$ cat src/rtl/pci_bus_arbiter.sv
// Central PCI bus arbiter: round-robin grant of the shared PCI bus among
// NREQ masters, parked on PARK when idle, with grant timeout and pre-emption.
//
// state   | meaning
// --------+-----------------------------------------------------------------
// IDLE    | no grant in progress; bus parked on PARK
// TURN    | one all-high nGNT clock before handing the bus to a new owner
// GRANTED | owner holds nGNT, waiting for FRAME; timeout counter runs
// BUSY    | owner's transaction in progress
module pci_bus_arbiter #(
  parameter int NREQ        = 4,
  parameter int PARK        = 0,
  parameter int GNT_TIMEOUT = 16
) (
  input  logic            PCICLK,
  input  logic            nRESET,
  input  logic [NREQ-1:0] nREQ,
  input  logic            nFRAME,
  input  logic            nIRDY,
  output logic [NREQ-1:0] nGNT,
  output logic [2:0]      OWNER,
  output logic            BUS_BUSY,
  output logic            TIMEOUT_ERR
);

  typedef enum logic [1:0] {S_IDLE, S_TURN, S_GRANTED, S_BUSY} state_t;

  localparam logic [NREQ-1:0] ONE       = {{(NREQ-1){1'b0}}, 1'b1};
  localparam logic [2:0]      PARK_IDX  = 3'(PARK);
  localparam logic [NREQ-1:0] PARK_NGNT = ~(ONE << PARK);
  localparam logic [7:0]      CNT_LAST  = 8'(GNT_TIMEOUT - 1);

  state_t          state_q, state_d;
  logic [NREQ-1:0] ngnt_q, ngnt_d;
  logic [2:0]      owner_q, owner_d;
  logic [2:0]      rr_q, rr_d;
  logic [7:0]      cnt_q, cnt_d;
  logic            busy_d, terr_d;

  logic [NREQ-1:0] req, owner_mask, idle_ngnt;
  logic            any_req, idle_bus, owner_req, others_req, owner_granted;
  logic [3:0]      win, win_x;

  function automatic logic [NREQ-1:0] onehot(input logic [2:0] idx);
    return ONE << idx;
  endfunction

  // Returns {found, index}: first requester after ptr, wrapping modulo NREQ.
  function automatic logic [3:0] pick(input logic [NREQ-1:0] r, input logic [2:0] ptr);
    logic [3:0]      res;
    logic [NREQ-1:0] sh;
    int              j;
    res = 4'b0;
    for (int i = NREQ; i >= 1; i--) begin
      j = int'(ptr) + i;
      if (j >= NREQ) j = j - NREQ;
      sh = r >> j;
      if (sh[0]) res = {1'b1, j[2:0]};
    end
    return res;
  endfunction

  assign req           = ~nREQ;
  assign any_req       = |req;
  assign idle_bus      = nFRAME & nIRDY;
  assign owner_mask    = onehot(owner_q);
  assign owner_req     = |(req & owner_mask);
  assign others_req    = |(req & ~owner_mask);
  assign owner_granted = |(~ngnt_q & owner_mask);
  assign win           = pick(req, rr_q);
  assign win_x         = pick(req & ~owner_mask, rr_q);
  // Dropping to IDLE keeps the park grant only if it is already the live grant;
  // any other owner gets one all-high clock first.
  assign idle_ngnt     = (ngnt_q == PARK_NGNT) ? PARK_NGNT : '1;

  // State and registered outputs.
  always_ff @(posedge PCICLK or negedge nRESET) begin
    if (!nRESET) begin
      state_q     <= S_IDLE;
      ngnt_q      <= '1;
      owner_q     <= PARK_IDX;
      rr_q        <= PARK_IDX;
      cnt_q       <= '0;
      BUS_BUSY    <= 1'b0;
      TIMEOUT_ERR <= 1'b0;
    end else begin
      state_q     <= state_d;
      ngnt_q      <= ngnt_d;
      owner_q     <= owner_d;
      rr_q        <= rr_d;
      cnt_q       <= cnt_d;
      BUS_BUSY    <= busy_d;
      TIMEOUT_ERR <= terr_d;
    end
  end

  // Next-state, grant and counter logic.
  always_comb begin
    state_d = state_q;
    ngnt_d  = ngnt_q;
    owner_d = owner_q;
    rr_d    = rr_q;
    cnt_d   = cnt_q;
    terr_d  = 1'b0;
    case (state_q)
      S_IDLE: begin
        owner_d = PARK_IDX;
        if (!any_req) begin
          ngnt_d = PARK_NGNT;
        end else if (win[2:0] == PARK_IDX) begin
          state_d = S_GRANTED;
          ngnt_d  = PARK_NGNT;
          rr_d    = PARK_IDX;
          cnt_d   = '0;
        end else begin
          state_d = S_TURN;
          ngnt_d  = '1;
          owner_d = win[2:0];
        end
      end
      S_TURN: begin
        state_d = S_GRANTED;
        ngnt_d  = ~onehot(owner_q);
        rr_d    = owner_q;
        cnt_d   = '0;
      end
      S_GRANTED: begin
        if (!nFRAME) begin
          state_d = S_BUSY;
          cnt_d   = '0;
        end else if (!owner_req) begin
          if (!any_req) begin
            state_d = S_IDLE;
            ngnt_d  = idle_ngnt;
            owner_d = PARK_IDX;
          end else begin
            state_d = S_TURN;
            ngnt_d  = '1;
            owner_d = win[2:0];
          end
        end else if (idle_bus) begin
          if (cnt_q == CNT_LAST) begin
            // Revoke: the timed-out owner sits out this pass.
            terr_d  = 1'b1;
            state_d = S_TURN;
            ngnt_d  = '1;
            owner_d = win_x[3] ? win_x[2:0] : PARK_IDX;
          end else begin
            cnt_d = cnt_q + 8'd1;
          end
        end
      end
      S_BUSY: begin
        if (idle_bus) begin
          if (!any_req) begin
            state_d = S_IDLE;
            ngnt_d  = idle_ngnt;
            owner_d = PARK_IDX;
          end else if (owner_granted && owner_req && !others_req) begin
            state_d = S_GRANTED;
            cnt_d   = '0;
          end else begin
            state_d = S_TURN;
            ngnt_d  = '1;
            owner_d = win[2:0];
          end
        end else if (others_req) begin
          // Pre-empt: the owner finishes on its own latency timer.
          ngnt_d = '1;
        end
      end
      default: begin
        state_d = S_IDLE;
        ngnt_d  = '1;
        owner_d = PARK_IDX;
      end
    endcase
    busy_d = (state_d == S_BUSY);
  end

  assign nGNT  = ngnt_q;
  assign OWNER = owner_q;

endmodule

$ cat config.mk
export PLATFORM = sky130hd
export DESIGN_NAME = pci_bus_arbiter
export DESIGN_NICKNAME = d
export VERILOG_FILES = /design/src/rtl/pci_bus_arbiter.sv
export SDC_FILE = /design/constraint.sdc
export NUM_CORES = 1
export LEC_CHECK = 0
export BUFFER_PORTS_ARGS = -buffer_cell sky130_fd_sc_hd__buf_2
export CORE_MARGIN = 8
export CORE_UTILIZATION = 55
export CTS_CLUSTER_DIAMETER = 100
export CTS_CLUSTER_SIZE = 12
export DETAILED_ROUTE_END_ITERATION = 10
export HOLD_SLACK_MARGIN = 0.03
export MAX_ROUTING_LAYER = met4
export PLACE_DENSITY = 0.75
export SLEW_MARGIN = 20
export SYNTH_ARGS = -nofsm -noshare
export SYNTH_HDL_FRONTEND = slang
export SYNTH_SLANG_ARGS = --single-unit
$ cat constraint.sdc
create_clock -name PCICLK -period 5.9 [get_ports PCICLK]
set_clock_uncertainty 0.05 [all_clocks]
set_input_delay 0.885 -clock PCICLK [delete_from_list [all_inputs] [get_ports PCICLK]]
set_output_delay 0.885 -clock PCICLK [all_outputs]
set_load 0.01 [all_outputs]
=== Word-level counts from Yosys, hierarchy flattened ===
Index checks and enable logic that the tools add are counted.

* Output and inout port bits: 9
* Flip-flop bits (word level): 22
* Logic and storage cells: 137

* Reduce and logical (&&, ||, !) cells: 15
* Bitwise logic cells: 7
* Eq/ne operators: 20
* Magnitude comparators: 4
* Add/sub/neg operators: 9
* Mux-type cells: 66
* Shift-type cells: 9

{| class="wikitable"
|+ Operators by type and width
! operator !! count
|-
| 4-bit by 32-bit >> shifter with 1-bit output || 8
|-
| 32-bit 2-to-1 mux || 4
|-
| 8-bit 2-to-1 mux || 9
|-
| 3-bit 2-to-1 mux || 17
|-
| 4-bit 2-to-1 mux || 12
|-
| 8-bit one-hot mux with 4 select lines || 1
|-
| 3-bit != test, second input constant || 7
|-
| 4-bit by 3-bit subtractor with 5-bit output, second input constant || 4
|-
| 2-bit 2-to-1 mux || 9
|-
| 4-bit by 3-bit >= comparator with 1-bit output, second input constant || 4
|-
| 4-bit one-hot mux with 4 select lines || 1
|-
| 4-bit OR reduction || 4
|-
| 4-bit bitwise AND || 3
|-
| 2-bit != test, second input constant || 6
|-
| 4-bit NOT || 3
|-
| 1-bit 2-to-1 mux || 10
|-
| 3-bit one-hot mux with 3 select lines || 1
|-
| 3-bit by 2-bit adder with 4-bit output, second input constant || 2
|-
| 8-bit by 1-bit adder with 8-bit output, second input constant || 1
|-
| 8-bit by 4-bit == test with 1-bit output, second input constant || 1
|-
| 2-bit one-hot mux with 4 select lines || 1
|-
| 8-bit AND reduction || 1
|-
| 2-bit == test, second input constant || 3
|-
| 3-bit one-hot mux with 2 select lines || 1
|-
| other kinds (16) || 17
|}

=== Longest topological paths before layout ===
Gate-level depths: netlist of run 1.

* Depth after elaboration: 14
* Gate-level depth with buffers: 11
* Mapped depth without buffers: 9

=== Least setup slack after synthesis of run 1 ===
Ideal clock, no wire load.

* Path type: input to register
* Start point: input nREQ[2]
* End point: register cnt_q[6]
* Stages: 7
* Required time: 5724 ps
* Data arrival time: 2808 ps
* Setup time: 126 ps
* Slack: 2916 ps
* Path buffers: 1
* Path through: buf_2 -> mux4_2 -> nor3_2 -> nand4_1 -> a311oi_4 -> nand2_4 -> a221o_1

* Longest elaborated chain between the ends: 9
* Elaborated cells between the ends (all ways): 24

{| class="wikitable"
|+ RTL lines
! item !! RTL line !! RTL
|-
| from (decl) || 17 || <nowiki>input logic [NREQ-1:0] nREQ,</nowiki>
|-
| 4-bit NOT * || 63 || <nowiki>assign req = ~nREQ;</nowiki>
|-
| 4-bit by 32-bit >> shifter with 1-bit output || 57 || <nowiki>sh = r >> j;</nowiki>
|-
| 3-bit 2-to-1 mux (4 in series) || 58 || <nowiki>if (sh[0]) res = {1'b1, j[2:0]};</nowiki>
|-
| 3-bit logical NOT || 110 || <nowiki>end else if (win[2:0] == PARK_IDX) begin</nowiki>
|-
| 2-bit != test (no source line) || -- ||
|-
| 8-bit AND reduction (no source line) * || -- ||
|-
| to (signal assigned) || 91 || <nowiki>cnt_q <= cnt_d;</nowiki>
|-
| to (decl) || 37 || <nowiki>logic [7:0] cnt_q, cnt_d;</nowiki>
|}

Every way passes the cells marked *; elsewhere a longest branch is shown, timed or not.
A chain may end at the register's enable or synchronous reset.

=== Worst setup path after layout of run 1 ===
* Start point: register rr_q[0]
* End point: register cnt_q[6]

* Longest elaborated chain between the ends: 11
* Elaborated cells between the ends (all ways): 27

{| class="wikitable"
|+ RTL lines
! item !! RTL line !! RTL
|-
| from (decl) || 36 || <nowiki>logic [2:0] rr_q, rr_d;</nowiki>
|-
| from (signal assigned) || 90 || <nowiki>rr_q <= rr_d;</nowiki>
|-
| 3-bit by 3-bit adder with 4-bit output || 55 || <nowiki>j = int'(ptr) + i;</nowiki>
|-
| 4-bit by 3-bit subtractor with 5-bit output or 4-bit by 3-bit >= comparator with 1-bit output (tied branches) || 56 || <nowiki>if (j >= NREQ) j = j - NREQ;</nowiki>
|-
| 32-bit 2-to-1 mux || 56 ||
|-
| 4-bit by 32-bit >> shifter with 1-bit output || 57 ||
|-
| 3-bit 2-to-1 mux (3 in series) || 58 ||
|-
| 3-bit 2-to-1 mux * || 58 ||
|-
| 3-bit logical NOT * || 110 ||
|-
| 2-bit != test (no source line) * || -- ||
|-
| 8-bit AND reduction (no source line) * || -- ||
|}

Marked as above.

==> results.ini, run 1 <==
[critical_path]
worst_path_largest_cell_delay_ns = 0.81
timing.critical_path.from = rr_q[0]
crit_type = flip-flop to flip-flop
cp-end-kind = flip-flop
critPathSlowestCell = dfrtp_1
r2r_slack_ns = 2.47
required_ns = 6.05
worst-path-stages = 9
ff2ff_path_depth = 9
worstReg2RegEnd = cnt_q[6]
worstPathArrival_ns = 3.58
start_kind = flip-flop
critPathTopFamily = compound AO/OA/AOI/OAI gates
path_cells = inv_2 > ha_1 > nor2b_1 > o21a_1 > o311ai_1 > o211ai_1 > o31ai_4 > nand2_4 > a221o_1
crit_fanout = 21
cp-endpoint = cnt_q[6]
critPathBufInv = 1
r2r-start = rr_q[0]

[pwr]
power.density_nw_per_um2 = 460
power_leakage_nw = 0.853
irDropWorstVdd_mv = 0.278

[die]
die_x_um = 75.0
coreArea_sq_um = 3340
ioPinCount = 17
die-height_um = 75.0
fp.dieArea_sq_um = 5630
rows = 21
start_util_pct = 57.4

[yosys]
ys_types = 63
synth_top_cell_by_area = dfrtp_1
synth_top_family_by_area = compound AO/OA/AOI/OAI gates
yosysWarnings = 0
syn_area_per_cell_sq_um = 8.37
synth_most_common_cell = nor2_1
synth_seq_cells = 22
synth_cells = 229
syn_nets = 241
synthTopCellsByCount = 21 x nor2_1, 20 x nand2_1, 18 x dfrtp_1
synth_top_flop_cell = dfrtp_1
synth-simple-area-share_pct = 26.5
async_flop_share_pct = 100
synthAdderAreaFrac_pct = 2.61
yosysSeqAreaShare_pct = 29.0
synth_xor_area_share_pct = 0
ys_top_cells_by_area = dfrtp_1 24%, dfstp_2 5.5%, nor2_1 4.1%
synth_compound_area_share_pct = 28.2
muxShareOfSynthArea_pct = 7.32
netlist_area_sq_um = 1920
synth_edf_count = 0
yosys.area.top_type_share_pct = 23.5

[clocking]
htree_levels = 1
cts.sinks = 22
cts_setup_buffers = 0
cts_buffers = 3
clk_pin_slew_ns = 0.13
ctsResizeCount = 0
hold_buffers = 0
cts_root_buf = clkbuf_4
clockBufferDepth = 2
tritoncts = yes
clk_latency_ns = 0.31

[placement]
dp_hpwl_um = 3390
gp_congestion = 0.930
io_buffers = 16
pre_cts_ws_ns = 2.55

[worst_hold_path]
hp-class = input port to async pin

[finish]
nNetsFinal = 249
regArea_sq_um = 556
multi_input_area_sq_um = 1240
fill_cells = 305
n_antenna_cell = 0
drive_gt1_share_pct = 17.4
area_growth_syn_to_layout_pct = 5.42

[timing]
hold_viol = 0
rsz0062_at_grt = false
slew_headroom_pct = 52.8
clock.fmax_ghz = 0.292
finalMaxSlewViolations = 0
fin_crit_ns = 3.43
final.setup.tns_ns = 0
fin_crit_sh_pct = 58.1
setup_viol = 0
worstMarginPinSlew_ns = 0.691
setup_ws_ns = 2.47

[detailed_routing]
dr_total_vias = 1766
finalWirelength_um = 4590
routed_via_density = 6.26
firstDrtPassIters = 4
drc_errors = 0
wl_per_cell_um = 16.3
antenna_left = 0
drt_iter0_drc = 84

[global_routing]
antenna_found_initial = 0
grt_pass1_wl_um = 8000
grt_pass1_vias = 1707
grt_max_degree = 23
overflow = 0
grtUsageTotal_pct = 18.3

[outcome]
status = completed

[run]
drv_cap = 0

## worst reg2reg max path: stages, from the launching register on
cell      delay (ns)
dfrtp_1         0.81
inv_2           0.22
ha_1            0.51
nor2b_1         0.15
o21a_1          0.23
o311ai_1        0.29
o211ai_1        0.22
o31ai_4         0.33
nand2_4         0.14
a221o_1         0.38
## kinds of logic after synthesis
logic type | Yosys count
fa+ha+maj | 4
mux | 10
compound gates | 70
flops | 22
simple gates | 96
buf+inv | 27
## metal layers
layer  routed length [um]  share of wire (%)  global-route usage [%]
met2                 2110                 46                    29.2
met4                   15               0.33                    1.74
met1                 2220                 48                    24.3
met3                  242                5.3                    3.33
met5                    0                  0                       -
## worst min path at each step
stage,cells after the start,endpoint,start
6_report,1,rr_q[2],nRESET
5_1_grt,1,nGNT[1],nGNT[1]
4_1_cts,1,rr_q[2],nRESET
3_5_place_dp,1,nGNT[1],nGNT[1]
3_3_place_gp,1,nGNT[1],nGNT[1]
2_1_floorplan,1,cnt_q[7],cnt_q[7]
## state kept, by name, summed over array words and instances, names as in the netlist
signal,count
cnt_q,8
nGNT,4
OWNER,3
rr_q,3
state_q,2
BUS_BUSY,1
TIMEOUT_ERR,1
## cells in the final DEF, fill, tap and decap left out, types with 3 or more instances in the layout
cell type   n
nor2_1     21
nand2_1    20
dfrtp_1    18
buf_2      16
o21ai_0    14
inv_1      13
nor3_1      9
nand3_1     8
a21oi_1     7
nand2b_1    6
nor2b_1     5
mux2i_1     5
a22o_1      5
o2bb2ai_1   5
nand4_1     4
and2_1      4
ha_1        4
dfstp_2     4
mux4_2      3
nor4_1      3
o21a_1      3
o21ai_1     3
o211ai_1    3
a31oi_1     3
clkbuf_4    3
## power by group
group / switching (mW) / total (mW) / leakage, nW / internal, mW
Sequential: 0.0831 / 0.275 / 0.279 / 0.192
Combinational: 0.333 / 0.571 / 0.554 / 0.238
Clock: 0.0471 / 0.0847 / 0.0210 / 0.0377
## layout make-up
type                            count  area share (%)
Clock buffer                        4            1.80
Inverter                           14            2.60
Multi-Input combinational cell    180            61.3
Sequential cell                    22            27.5
Tap cell                           46            2.85
Timing Repair Buffer               16            3.97
## per-stage QoR
step	power (mW)	instance area (sq um)	hold WS, ns	utilization, %	instances
final	0.930	2020	0.467	60.5	282
after detailed placement	0.839	1980	0.456	59.4	278
after global routing	1.01	2020	0.492	60.5	282
after CTS	0.927	2020	0.479	60.5	282
after floorplan	0.720	1920	0.451	-	229
after global placement	0.844	1980	0.462	59.4	278
(Power assumes the default switching activity.)
==> run 2, diff against run 1 <==
--- a/config.mk
+++ b/config.mk
@@ -7,13 +7,13 @@
 export LEC_CHECK = 0
 export BUFFER_PORTS_ARGS = -buffer_cell sky130_fd_sc_hd__buf_2
 export CORE_MARGIN = 8
-export CORE_UTILIZATION = 55
+export CORE_UTILIZATION = 54
 export CTS_CLUSTER_DIAMETER = 100
 export CTS_CLUSTER_SIZE = 12
 export DETAILED_ROUTE_END_ITERATION = 10
 export HOLD_SLACK_MARGIN = 0.03
 export MAX_ROUTING_LAYER = met4
-export PLACE_DENSITY = 0.75
+export PLACE_DENSITY = 0.76
 export SLEW_MARGIN = 20
 export SYNTH_ARGS = -nofsm -noshare
 export SYNTH_HDL_FRONTEND = slang
==> constraint.sdc (replaced) <==
create_clock -name PCICLK -period 2.8 [get_ports PCICLK]
set_clock_uncertainty 0.05 [all_clocks]
set_input_delay 0.42 -clock PCICLK [delete_from_list [all_inputs] [get_ports PCICLK]]
set_output_delay 0.42 -clock PCICLK [all_outputs]
set_load 0.01 [all_outputs]
==> run 2 against run 1 <==
  * Sequential power grew 92%
  * First-iteration DRC count increased by 85%
  * Flip-flop and latch count unchanged
  * Design area increased by 6.6%
  * Clock power grew 110%
  * Final cell count increased by 5.0%
  * Global-route usage up 1.4 points
  * Critical endpoint unchanged
  * Largest power group unchanged
==> results.ini, run 2 (same netlist as run 1, synthesis figures left out) <==
[outcome]
status = completed  ; unchanged

[clocking]
clk_pin_slew_ns = 0.12  ; was 0.13 ns
cts_root_buf = clkbuf_4  ; unchanged
cts.sinks = 22  ; unchanged
clockBufferDepth = 2  ; unchanged
cts_buffers = 3  ; unchanged
htree_levels = 1  ; unchanged
clk_latency_ns = 0.32  ; was 0.31 ns
tritoncts = yes  ; unchanged

[global_routing]
antenna_found_initial = 0  ; unchanged
gr-max-usage-layer = met2  ; unchanged
met3_usage_pct = 3.42  ; was 3.33%
overflow = 0  ; unchanged
grt_pass1_wl_um = 8430  ; was 8000 um
met2_usage_pct = 29.1  ; was 29.2%
grtUsageTotal_pct = 19.7  ; was 18.3%
grt_max_degree = 23  ; unchanged
grt.met1_usage_pct = 26.7  ; was 24.3%
grt_pass1_vias = 1745  ; was 1,707

[critical_path]
critPathBufInv = 1  ; unchanged
required_ns = 2.96  ; was 6.05 ns
ff2ff_path_depth = 8  ; was 9
crit_type = flip-flop to flip-flop  ; unchanged
crit_fanout = 12  ; was 21
path_cells = buf_4 > ha_2 > or2_1 > o311ai_1 > o211ai_1 > o31ai_4 > nand2_4 > a221o_1  ; was inv_2 > ha_1 > nor2b_1 > o21a_1 > o311ai_1 > o211ai_1 > o31ai_4 > nand2_4 > a221o_1
critPathSlowestCell = dfrtp_1  ; unchanged
critPathTopFamily = compound AO/OA/AOI/OAI gates  ; unchanged
worst-path-stages = 8  ; was 9
start_kind = flip-flop  ; unchanged
worst_path_largest_cell_delay_ns = 0.40  ; was 0.81 ns
cp-end-kind = flip-flop  ; unchanged
worstPathArrival_ns = 2.84  ; was 3.58 ns

[finish]
area_growth_syn_to_layout_pct = 12.4  ; was 5.42%
n_antenna_cell = 0  ; unchanged
fin_util_pct = 64.0  ; was 60.5%
nNetsFinal = 263  ; was 249
mostFrequentLayoutCell = nor2_1  ; unchanged
drive_gt1_share_pct = 23.2  ; was 17.4%
final_area_sq_um = 2150  ; was 2020 sq um
top_register = cnt_q  ; unchanged
final_cell_mix = 21 x nor2_1, 20 x nand2_1, 18 x dfrtp_1  ; unchanged
largest_reg_flops = 8  ; unchanged

[die]
ioPinCount = 17  ; unchanged
rows = 21  ; unchanged
start_util_pct = 57.0  ; was 57.4%
coreArea_sq_um = 3360  ; was 3340 sq um
die_x_um = 75.6  ; was 75.0 um
fp.dieArea_sq_um = 5710  ; was 5630 sq um
die-height_um = 75.6  ; was 75.0 um

[placement]
placed_area_sq_um = 2070  ; was 1980 sq um
io_buffers = 16  ; unchanged
dp_hpwl_um = 3730  ; was 3390 um
gp_congestion = 0.925  ; was 0.930

[detailed_routing]
finalWirelength_um = 4950  ; was 4590 um
drc_errors = 0  ; unchanged
antenna_left = 0  ; unchanged
drt_iter0_drc = 155  ; was 84
wl_per_cell_um = 16.7  ; was 16.3 um
routed_via_density = 6.19  ; was 6.26
firstDrtPassIters = 4  ; unchanged
dr_total_vias = 1831  ; was 1,766

[timing]
hold_viol = 0  ; unchanged
finalMaxSlewViolations = 0  ; unchanged
worstMarginPinSlew_ns = 0.616  ; was 0.691 ns
setup_viol = 0  ; unchanged
fin_crit_ns = 2.69  ; was 3.43 ns
fin_crit_sh_pct = 95.9  ; was 58.1%
clock.fmax_ghz = 0.372  ; was 0.292 GHz
hold_slack_ns = 0.454  ; was 0.467 ns
slew_headroom_pct = 58.4  ; was 52.8%

[pwr]
power_mw = 2.16  ; was 930 uW
irDropWorstVdd_mv = 0.527  ; was 0.278 mV
power_leakage_nw = 0.921  ; was 0.853 nW
power.density_nw_per_um2 = 1010  ; was 460 nW/um^2

[worst_hold_path]
min_delay_path_depth = 4
hp-class = input port to flip-flop  ; was input port to async pin

[run]
drv_cap = 0  ; unchanged

==> run 2: through the flow <==
step                cells   TNS, ns  worst slack (ns)
floorplan             229         0            0.0678
global placement      290         0             0.134
detailed placement    290         0             0.100
CTS                   295         0            0.0754
global route          296  -0.00741          -0.00741
finish                296         0             0.115
==> run 2: power by group <==
| part | total, mW | internal, mW | switching [mW] |
|---|---|---|---|
| logic | 1.46 | 0.638 | 0.821 |
| registers | 0.527 | 0.405 | 0.122 |
| clock network | 0.179 | 0.0795 | 0.0993 |
| total | 2.16 | 1.12 | 1.04 |
==> run 2: routing by layer <==
metal / routed length (um) / vias to the layer above / part of all wire (%)
met1: 2250 / 860 / 46
met3: 319 / 9 / 6.5
met4: 100 / 0 / 2.0
met5: 0 / - / 0
li1: - / 901 / -
met2: 2270 / 61 / 46
==> run 2: worst paths after layout <==
check / from / endpoint / slack (ns)
min in group asynchronous: nRESET / BUS_BUSY / 0.54
min: nIRDY / BUS_BUSY / 0.45
max reg2reg: rr_q[1] / cnt_q[6] / 0.11
min reg2reg: nGNT[2] / nGNT[2] / 0.49
max: rr_q[1] / cnt_q[6] / 0.11
max in group asynchronous: nRESET / nGNT[3] / 1.81
==> run 2: final cells by class <==
class                      count  area (sq um)
tap                           46          57.6
fill                         328          1210
multi-input combinational    180          1260
inverter                      14          52.6
timing repair buffer          30           188
clock buffer                   4          36.3
sequential                    22           556
==> run 2: what timing repair did <==
item | in CTS | in global routing
resized for setup | 0 | 5
hold buffers | 1 | 0
buffers inserted | 0 | 1
setup endpoints to repair | 0 | 7
endpoints found under the hold margin | 18 | 0
==> run 2: worst min-delay path, delay by kind of cell <==
kind / cells / cell delay (ns)
compound gates: 1 / 0.08
buf+inv: 2 / 0.17
simple gates: 1 / 0.13
==> run 3, diff against run 2 <==
--- a/config.mk
+++ b/config.mk
@@ -6,6 +6,7 @@
 export NUM_CORES = 1
 export LEC_CHECK = 0
 export BUFFER_PORTS_ARGS = -buffer_cell sky130_fd_sc_hd__buf_2
+export CORE_ASPECT_RATIO = 0.6
 export CORE_MARGIN = 8
 export CORE_UTILIZATION = 54
 export CTS_CLUSTER_DIAMETER = 100
==> run 3 against run 2 <==
  * Fmax decreased by 0.99%
  * Final cell count increased by 1.7%
  * Sequential share of layout area decreased by 0.78 points
  * Sequential power increased by 4.6%
  * Largest cell class unchanged
  * Largest power group unchanged
==> results.ini, run 3 (same netlist as run 1, synthesis figures left out) <==
[timing]
hold_slack_ns = 0.0680  ; was 0.454 ns
clock.fmax_ghz = 0.369  ; was 0.372 GHz
finalMaxSlewViolations = 0  ; unchanged
slew_headroom_pct = 66.1  ; was 58.4%
fin_crit_sh_pct = 96.9  ; was 95.9%
worstMarginPinSlew_ns = 0.502  ; was 0.616 ns
fin_crit_ns = 2.71  ; was 2.69 ns
hold_viol = 0  ; unchanged
setup_viol = 0  ; unchanged

[critical_path]
start_kind = flip-flop  ; unchanged
cp-end-kind = flip-flop  ; unchanged
crit_type = flip-flop to flip-flop  ; unchanged
worstPathArrival_ns = 2.81  ; was 2.84 ns
crit_fanout = 8  ; was 12
ff2ff_path_depth = 10  ; was 8
required_ns = 2.90  ; was 2.96 ns
worstReg2RegEnd = cnt_q[6]  ; unchanged
r2r_slack_ns = 0.09  ; was 0.11 ns
r2r-start = rr_q[1]  ; unchanged

[die]
rows = 16  ; was 21
start_util_pct = 57.6  ; was 57.0%
coreArea_sq_um = 3320  ; was 3360 sq um
die_x_um = 92.9  ; was 75.6 um
fp.dieArea_sq_um = 5770  ; was 5710 sq um
die-height_um = 62.1  ; was 75.6 um
ioPinCount = 17  ; unchanged

[placement]
dp_hpwl_um = 4040  ; was 3730 um
gp_congestion = 0.978  ; was 0.925
io_buffers = 16  ; unchanged

[global_routing]
antenna_found_initial = 0  ; unchanged
overflow = 0  ; unchanged
grt_pass1_vias = 1674  ; was 1,745
grt_max_degree = 23  ; unchanged
grt_pass1_wl_um = 8690  ; was 8430 um
grtUsageTotal_pct = 18.9  ; was 19.7%

[detailed_routing]
routed_via_density = 6.53  ; was 6.19
drc_errors = 0  ; unchanged
wl_per_cell_um = 18.4  ; was 16.7 um
drt_iter0_drc = 263  ; was 155
antenna_left = 0  ; unchanged
dr_total_vias = 1965  ; was 1,831
firstDrtPassIters = 5  ; was 4
finalWirelength_um = 5540  ; was 4950 um

[finish]
largest_reg_flops = 8  ; unchanged
n_antenna_cell = 0  ; unchanged
mostFrequentLayoutCell = nor2_1  ; unchanged
top_register = cnt_q  ; unchanged
fill_cells = 275  ; was 328
nNetsFinal = 269  ; was 263
drive_gt1_share_pct = 26.6  ; was 23.2%
area_growth_syn_to_layout_pct = 16.2  ; was 12.4%
final_cell_mix = 21 x nor2_1, 20 x nand2_1, 20 x buf_4  ; was 21 x nor2_1, 20 x nand2_1, 18 x dfrtp_1
fin_util_pct = 67.0  ; was 64.0%

[clocking]
clockBufferDepth = 2  ; unchanged
clk_latency_ns = 0.26  ; was 0.32 ns
htree_levels = 1  ; unchanged
cts_buffers = 3  ; unchanged
clk_pin_slew_ns = 0.08  ; was 0.12 ns
tritoncts = yes  ; unchanged
hold_buffers = 0  ; was 1
cts_root_buf = clkbuf_8  ; was clkbuf_4
cts.sinks = 22  ; unchanged

[worst_hold_path]
hp-class = input port to async pin  ; was input port to flip-flop

[pwr]
power.density_nw_per_um2 = 1060  ; was 1010 nW/um^2
power_leakage_nw = 0.962  ; was 0.921 nW
irDropWorstVdd_mv = 0.598  ; was 0.527 mV

[outcome]
status = completed  ; unchanged

[run]
drv_cap = 0  ; unchanged

[run 3: cell count changes in the layout (fill, tap and decap cells not counted), sizes merged]
cell,change
buf,+7
dlygate4sd3,-1
[run 3: final cells by class]
type                            instances  area (sq um)  area share (%)
Timing Repair Buffer                   36           230            10.3
Clock buffer                            4          55.1            2.47
Multi-Input combinational cell        180          1270            57.3
Tap cell                               45          56.3            2.53
Sequential cell                        22           557            25.0
Inverter                               14          52.6            2.36
[run 3: layer usage]
metal  track usage (%)  share of wire [%]  routed length [um]  vias to the layer above
met5                 -                  0                   0                        -
met4              2.40               0.61                  34                        0
met3              8.03                 14                 799                        7
met2              22.0                 37                2070                      142
met1              28.8                 48                2640                      900
li1                  -                  -                   -                      916
[run 3: report_power, final]
| group | switching, mW | internal (mW) |
|---|---|---|
| logic | 0.885 | 0.702 |
| clock network | 0.102 | 0.125 |
| registers | 0.145 | 0.406 |
| total | 1.13 | 1.23 |
[run 3: worst max path at each step]
stage / from / end / slack (ns) / depth (start not counted)
2_1_floorplan: rr_q[0] / cnt_q[6] / 0.07 / 11
3_3_place_gp: OWNER[0] / cnt_q[6] / 0.08 / 7
3_5_place_dp: rr_q[1] / cnt_q[6] / 0.04 / 9
4_1_cts: rr_q[1] / cnt_q[6] / 0.04 / 9
5_1_grt: rr_q[1] / cnt_q[6] / -0.04 / 10
6_report: rr_q[1] / cnt_q[6] / 0.09 / 10
[run 3: critical path: stages, from the launching register on]
cell	delay, ns
dfrtp_1	0.42
buf_4	0.15
ha_1	0.20
buf_4	0.18
or2_4	0.27
o311ai_1	0.24
o211ai_1	0.14
buf_4	0.17
o31ai_4	0.31
nand2_4	0.12
a221o_1	0.36
[run 3: per-stage QoR]
stage	instance area [sq um]	worst slack, ns	TNS [ns]	instances	total power, mW
2_1_floorplan	1920	0.0678	0	229	1.52
3_3_place_gp	2080	0.0771	0	290	1.92
3_5_place_dp	2080	0.0351	0	290	1.92
4_1_cts	2130	0.0402	0	294	2.17
5_1_grt	2230	-0.0417	-0.0417	301	2.51
6_report	2230	0.0882	0	301	2.37
[run 3: what timing repair did]
| action | in CTS | in global routing |
|---|---|---|
| gates resized for setup | 0 | 9 |
| setup endpoints to repair | 0 | 14 |
| buffers inserted | 0 | 7 |
